===== config.mk =====
export PLATFORM = sky130hd
export DESIGN_NAME = sram_like_arbiter
export DESIGN_NICKNAME = d
export VERILOG_FILES = /design/src/rtl/sram_like_arbiter.sv
export SDC_FILE = /design/constraint.sdc
export NUM_CORES = 1
export LEC_CHECK = 0
export BUFFER_PORTS_ARGS = -buffer_cell sky130_fd_sc_hd__buf_2
export CAP_MARGIN = 20
export CORE_AREA = 2 2 127 129
export DETAILED_ROUTE_END_ITERATION = 8
export DIE_AREA = 0 0 129 131
export GPL_TIMING_DRIVEN = 0
export HOLD_SLACK_MARGIN = 0.1
export PLACE_DENSITY_LB_ADDON = 0.12
export SYNTH_ARGS = -nofsm -noshare
export SYNTH_HDL_FRONTEND = slang
export SYNTH_SLANG_ARGS = --single-unit

===== constraint.sdc =====
create_clock -name clk -period 4 [get_ports clk]
set_input_delay 0.4 -clock clk [delete_from_list [all_inputs] [get_ports clk]]
set_output_delay 0.4 -clock clk [all_outputs]
set_load 0.01 [all_outputs]

===== src/rtl/sram_like_arbiter.sv =====
// Two-requester arbiter onto one SRAM-like bus port.
// A 1-bit routing FIFO steers in-order responses back to their source.
module sram_like_arbiter #(
  parameter int MAX_OUTST = 4,
  parameter bit DATA_PRIO = 1'b1
) (
  input  logic        clk,
  input  logic        resetn,
  input  logic        inst_req,
  input  logic        inst_wr,
  input  logic [1:0]  inst_size,
  input  logic [3:0]  inst_wstrb,
  input  logic [31:0] inst_addr,
  input  logic [31:0] inst_wdata,
  output logic        inst_addr_ok,
  output logic        inst_data_ok,
  output logic [31:0] inst_rdata,
  input  logic        data_req,
  input  logic        data_wr,
  input  logic [1:0]  data_size,
  input  logic [3:0]  data_wstrb,
  input  logic [31:0] data_addr,
  input  logic [31:0] data_wdata,
  output logic        data_addr_ok,
  output logic        data_data_ok,
  output logic [31:0] data_rdata,
  output logic        bus_req,
  output logic        bus_wr,
  output logic [1:0]  bus_size,
  output logic [3:0]  bus_wstrb,
  output logic [31:0] bus_addr,
  output logic [31:0] bus_wdata,
  input  logic        bus_addr_ok,
  input  logic        bus_data_ok,
  input  logic [31:0] bus_rdata,
  output logic [$clog2(MAX_OUTST):0] outst_cnt,
  output logic        proto_err
);

  localparam int AW = $clog2(MAX_OUTST);
  localparam int CW = AW + 1;

  typedef enum logic [1:0] {
    G_NONE = 2'd0,
    G_INST = 2'd1,
    G_DATA = 2'd2
  } grant_t;

  grant_t state, state_nxt;

  logic                 rr_last;
  logic [MAX_OUTST-1:0] fifo;
  logic [AW-1:0]        wptr, rptr;
  logic [CW-1:0]        cnt;

  logic full, empty, sel_data, grant_data;
  logic act_req, show, hs, pop, head;

  // sel_data: contest winner when unlocked (1 = data port)
  always_comb begin
    full    = (cnt == CW'(MAX_OUTST));
    empty   = (cnt == '0);
    sel_data = data_req;
    if (inst_req & data_req)
      sel_data = DATA_PRIO ? 1'b1 : ~rr_last;
    unique case (state)
      G_INST:  grant_data = 1'b0;
      G_DATA:  grant_data = 1'b1;
      default: grant_data = sel_data;
    endcase
    act_req = grant_data ? data_req : inst_req;
    show    = inst_req | data_req | (state != G_NONE);
    bus_req = act_req & ~full;
    hs      = bus_req & bus_addr_ok;
    pop     = bus_data_ok & ~empty;
    head    = fifo[rptr];
  end

  always_comb begin
    bus_wr    = 1'b0;
    bus_size  = '0;
    bus_wstrb = '0;
    bus_addr  = '0;
    bus_wdata = '0;
    if (show) begin
      bus_wr    = grant_data ? data_wr    : inst_wr;
      bus_size  = grant_data ? data_size  : inst_size;
      bus_wstrb = grant_data ? data_wstrb : inst_wstrb;
      bus_addr  = grant_data ? data_addr  : inst_addr;
      bus_wdata = grant_data ? data_wdata : inst_wdata;
    end
  end

  always_comb begin
    state_nxt = state;
    unique case (state)
      G_NONE: begin
        if (bus_req & ~bus_addr_ok)
          state_nxt = grant_data ? G_DATA : G_INST;
      end
      G_INST, G_DATA: begin
        if (~act_req | bus_addr_ok)
          state_nxt = G_NONE;
      end
      default: state_nxt = G_NONE;
    endcase
  end

  assign inst_addr_ok = hs & ~grant_data;
  assign data_addr_ok = hs & grant_data;
  assign inst_data_ok = pop & ~head;
  assign data_data_ok = pop & head;
  assign inst_rdata   = inst_data_ok ? bus_rdata : '0;
  assign data_rdata   = data_data_ok ? bus_rdata : '0;
  assign outst_cnt    = cnt;

  always_ff @(posedge clk or negedge resetn) begin
    if (!resetn) begin
      state     <= G_NONE;
      rr_last   <= 1'b0;
      fifo      <= '0;
      wptr      <= '0;
      rptr      <= '0;
      cnt       <= '0;
      proto_err <= 1'b0;
    end else begin
      state <= state_nxt;
      if (hs) begin
        fifo[wptr] <= grant_data;
        wptr       <= wptr + AW'(1);
        if (!DATA_PRIO)
          rr_last <= grant_data;
      end
      if (pop)
        rptr <= rptr + AW'(1);
      unique case ({hs, pop})
        2'b10:   cnt <= cnt + CW'(1);
        2'b01:   cnt <= cnt - CW'(1);
        default: cnt <= cnt;
      endcase
      if (bus_data_ok & empty)
        proto_err <= 1'b1;
    end
  end

endmodule


-- Yosys cells after proc, flatten, opt, wreduce, memory -nomap -nowiden
Cells that the tools add are included.
- div/mod/pow operators: 0
- shifts and indexed selects: 0
- equal/unequal tests: 7
- $add $sub $neg: 4
- bitwise gates (word level): 19
- reduce and logical (&&, ||, !) cells: 7
- $mul: 0
- mux-type cells: 25
- order comparisons: 3
- operators by type and width (operator ; number):
    32-bit two-way mux ; 6
    1-bit AND ; 10
    2-bit two-way mux ; 5
    4-bit two-way mux ; 2
    2-bit by 3-bit < comparator with 1-bit output, second input constant ; 2
    1-bit two-way mux ; 6
    1-bit NOT ; 6
    3-bit one-hot mux with 2 select lines ; 1
    2-bit by 1-bit adder with 2-bit output, second input constant ; 2
    4-bit bitwise mux ; 1
    2-bit by 1-bit equality test with 1-bit output, second input constant ; 2
    2-bit equality test, second input constant ; 2
    2-bit != test, second input constant ; 2
    2-bit one-hot mux with 2 select lines ; 1
    2-bit nonzero test ; 2
    3-bit by 1-bit adder with 3-bit output, second input constant ; 1
    3-bit equality test, second input constant ; 1
    3-bit zero test ; 1
    1-bit OR ; 3
    3-bit by 1-bit subtractor with 3-bit output, second input constant ; 1
    1-bit binary-select mux with 2-bit select ; 1
    1-bit demux with 2-bit select ; 1
    2-bit by 1-bit >= comparator with 1-bit output, second input constant ; 1
    2-bit zero test ; 1
    4 further kinds ; 4
- word-level logic and storage cells: 71
- bits in latches: 0
- memory bits (writable): 0
- flip-flop bits (word level): 14
- memories kept: 0
- input bits: 180
- bits in read-only memories: 0

-- Depth between registers and ports, before layout
- depth in word-level cells: 8
- mapped depth: 11
- depth with buffers taken out: 11

-- Worst setup path after synthesis
Ideal clock, no wire load.
- path kind: reg-to-reg
- start point: reg state[1]
- end point: reg cnt[2], in the netlist outst_cnt[2]
- path buffers: 0
- period minus slack after synthesis: 2.369 ns
- data required time: 3.921 ns
- setup time: 0.079 ns
- setup slack: 1.631 ns
- arrival time: 2.289 ns
- stages on the path, launching flop included: 12
- cells stage by stage: dfrtp_1 inv_1 ha_1 nor3b_1 a221oi_4 nand2_4 ha_1 inv_1 fa_1 xor2_1 nor2_1 xor2_1
- word-level cells in the longest chain between the ends: 7
- RTL lines (element ; RTL line ; text):
    from (decl) ; 49 ; grant_t state, state_nxt;
    from (signal assigned) ; 127 ; state <= state_nxt;
    2-bit equality test or 2-bit by 1-bit equality test with 1-bit output (tied branches) ; 66 ; unique case (state)
    1-bit one-hot mux with 2 select lines * ; 66 ;
    1-bit two-way mux * ; 71 ; act_req = grant_data ? data_req : inst_req;
    1-bit AND * ; 73 ; bus_req = act_req & ~full;
    1-bit AND * ; 74 ; hs = bus_req & bus_addr_ok;
    2-bit by 1-bit equality test with 1-bit output or 2-bit equality test (tied branches) ; 136 ; unique case ({hs, pop})
    3-bit one-hot mux with 2 select lines or 2-bit nonzero test (tied branches) ; -- ;
    to (signal assigned) ; 137 ; 2'b10: cnt <= cnt + CW'(1);
    to (signal assigned) ; 138 ; 2'b01: cnt <= cnt - CW'(1);
    to (signal assigned) ; 139 ; default: cnt <= cnt;
    to (decl) ; 54 ; logic [CW-1:0] cnt;
Mark *: on every way between the ends. The rest lies on a longest branch, timed or not.
A chain may end at the register's enable or synchronous reset.

-- Final worst setup path
- start point: reg state[1]
- end point: out bus_wdata[9]
- word-level cells in the longest chain between the ends: 4
- RTL lines (element ; RTL line ; text):
    2-bit equality test or 2-bit by 1-bit equality test with 1-bit output (tied branches) ; 66 ;
    1-bit one-hot mux with 2 select lines ; 66 ;
    32-bit two-way mux ; 90 ; bus_wdata = grant_data ? data_wdata : inst_wdata;
    32-bit two-way mux * ; 85 ; if (show) begin
    to (decl) ; 32 ; output logic [31:0] bus_wdata,
Marked as above.

==> results.sh <==
export IMPL_status="finished, final reports clean"
export IMPL_synth_top_area_share_pct=28.7
export IMPL_design_core_area_sq_um=15600
export IMPL_post_route_period_util_pct=71.0
export IMPL_ant_nets=0
export IMPL_rrSetupSlack_ps=1390
export IMPL_ir_worst_vdd_mv=0.256
export IMPL_final_max_slew_viol_count=0
export IMPL_dp_hpwl_mm=11.2
export IMPL_ys_top_cells_by_area="nand2_1, a21oi_1, dfrtp_1"
export IMPL_r2r_start="state[1]"
export IMPL_grt_first_pass_wirelength_mm=18.4
export IMPL_initial_core_util_pct=15.4
export IMPL_grt_total_usage_pct=13.4
export IMPL_gr_total_overflow=0
export IMPL_grt_max_degree=15
export IMPL_hold_viol_final=0
export IMPL_grtUsageMet1_pct=14.4
export IMPL_cp_slowest_cell="clkbuf_1"
export IMPL_path_class="register to primary output"
export IMPL_setup_ws_ps=1160
export IMPL_synth_top_cells_by_count="nand2_1, a21oi_1, nor2_1"
export IMPL_synth_edff_count=0
export IMPL_crit_buf_inv=3
export IMPL_vias=4055
export IMPL_yosysMostFrequentCell="nand2_1"
export IMPL_synth_cell_area_sq_um=2400
export IMPL_synth_top_area_cell="nand2_1"
export IMPL_top_usage_layer="met2"
export IMPL_relSlewSlack_pct=68.2
export IMPL_die_area_sq_um=16900
export IMPL_worstPathCellList="inv_1 -> ha_1 -> nand2b_1 -> nand2_1 -> clkbuf_1 -> nand2_1 -> a21oi_1 -> buf_2"
export IMPL_die_h_microns=131
export IMPL_period_needed_ps=2840
export IMPL_dr_pass1_iters=4
export IMPL_worst_clock_skew_ps=3.28
export IMPL_max_clock_path_buffers=2
export IMPL_synth_top_flop_cell="dfrtp_1"
export IMPL_cp_arrival_ps=2440
export IMPL_clock_fmax_ghz=0.352
export IMPL_end_kind="primary output"
export IMPL_drive_gt1_share_pct=46.1
export IMPL_crit_family="buffers and inverters"
export IMPL_yosysWarnings=0
export IMPL_rsz0062_at_grt="false"
export IMPL_cts_root_buffer="clkbuf_16"
export IMPL_path_clk_slew_ps=50
export IMPL_cp_required_ps=3600
export IMPL_finalNetCount=949
export IMPL_cts_tree="done"
export IMPL_antenna_found_initial=3
export IMPL_synth_cell_types=35
export IMPL_wl_per_cell_microns=13.4
export IMPL_critPathMaxStageDelay_ps=410
export IMPL_crit_path_frequent_cell="nand2_1"
export IMPL_io_pins=324
export IMPL_postCtsSetupBuffers=0
export IMPL_min_path_cells=2
export IMPL_hold_path_end="proto_err"
export IMPL_gp_congestion=0.881
export IMPL_drt_iter0_drc=67
export IMPL_drv_cap=0
export IMPL_grt_pass1_vias=3730
export IMPL_holdCritPathClass="input pin to register"
export IMPL_io_buffers=323
export IMPL_cts_buffers=3
export IMPL_worstSetupStartpointType="register"
export IMPL_die_w_microns=129
export IMPL_syn_to_final_growth_pct=83.1
export IMPL_clk_latency_ps=240
export IMPL_synth_avg_cell_area_sq_um=5.55
export IMPL_clock_sinks=14
export IMPL_synth_cells=432
export IMPL_async_flop_share_pct=100
export IMPL_gr_usage_met3_pct=3.99
export IMPL_rr_endpoint="outst_cnt[2]"
export IMPL_wl_mm=13.1
export IMPL_ys_ff_latch=14
export IMPL_ctsHtreeMaxLevel=1
export IMPL_route_detailed_drc=0
export IMPL_yosysSeqAreaShare_pct=14.6
export IMPL_worst_pin_slew_ps=477
export IMPL_leakage_nw=2.65
export IMPL_met2_usage_pct=25.9
export IMPL_powerDensity_nw_per_um2=722
export IMPL_worst_hold_slack_ps=370
export IMPL_setup_tns_ps=0
export IMPL_ff2ff_path_depth=11
export IMPL_crit_path_max_fanout=10
export IMPL_setup_viol=0
export IMPL_rows=46
export IMPL_hold_path_startpoint="bus_data_ok"
export IMPL_via_per_inst=4.14
export IMPL_syn_num_nets=620
export IMPL_dp_slack_ps=1330
-- metrics by stage --
stage	total power [mW]	cells	util, %	area, sq um
2_1_floorplan	1.94	432	-	2400
3_3_place_gp	2.99	971	27.5	4280
3_5_place_dp	2.98	971	27.5	4280
4_1_cts	3.22	976	28.1	4380
5_1_grt	3.52	979	28.1	4390
6_report	3.17	979	28.1	4390
-- flip-flops by register name (all words and copies together) (netlist names) --
name and flops:
fifo 4, outst_cnt 3, rptr 2, state 2
wptr 2, proto_err 1
-- power breakdown --
| part | internal (mW) | switching, mW | total (mW) | leakage (nW) |
|---|---|---|---|---|
| combinational | 1.05 | 1.62 | 2.67 | 2.44 |
| clock | 0.152 | 0.0621 | 0.214 | 0.0442 |
| sequential | 0.216 | 0.0690 | 0.285 | 0.163 |
-- cell usage in the layout, fill, tap and decap left out, types with 2 or more instances in the layout --
cell type,count
and2_1,2
dfrtp_1,14
clkbuf_16,3
ha_1,7
o211ai_1,2
xnor2_1,3
xor2_1,3
buf_2,337
nand2_1,183
a31oi_1,3
diode_2,3
and3_1,32
a41oi_1,3
nand2b_1,2
o21ai_0,3
nor3b_1,2
a21oi_1,71
inv_1,9
clkbuf_1,24
nor2_1,37
nor2b_1,2
-- timing repair --
item,4_1_cts,5_1_grt
resized for setup,0,0
hold endpoints to repair,14,0
hold buffers,1,0
-- worst max-delay path by stage --
stage	from	end	cells after the start
5_1_grt	state[0]	bus_wdata[9]	8
4_1_cts	state[0]	bus_wdata[9]	8
6_report	state[1]	bus_wdata[9]	8
3_3_place_gp	state[0]	bus_wdata[9]	8
3_5_place_dp	state[0]	bus_wdata[9]	8
2_1_floorplan	state[1]	outst_cnt[2]	11
-- cell families after synthesis --
kind of cell / after synthesis / synth area share [%]
simple gates: 263 / 45.9
compound gates: 88 / 21.7
buf+inv: 50 / 9.08
flops: 14 / 14.6
fa+ha+maj: 8 / 4.49
xor+xnor: 6 / 2.19
mux: 3 / 1.98
-- layer usage --
metal  wire length, microns  share of wire, %
met5                      0                 0
met4                    114              0.87
met3                   1280               9.8
met2                   6810                52
met1                   4860                37
-- area by class of cell --
type	count	area [sq um]
sequential	14	350
multi-input combinational	368	1830
clock buffer	4	88.8
fill	1814	11200
inverter	9	33.8
buffer	41	184
tap	216	270
timing repair buffer	324	1630
antenna	3	7.51
(Power assumes the default switching activity.)
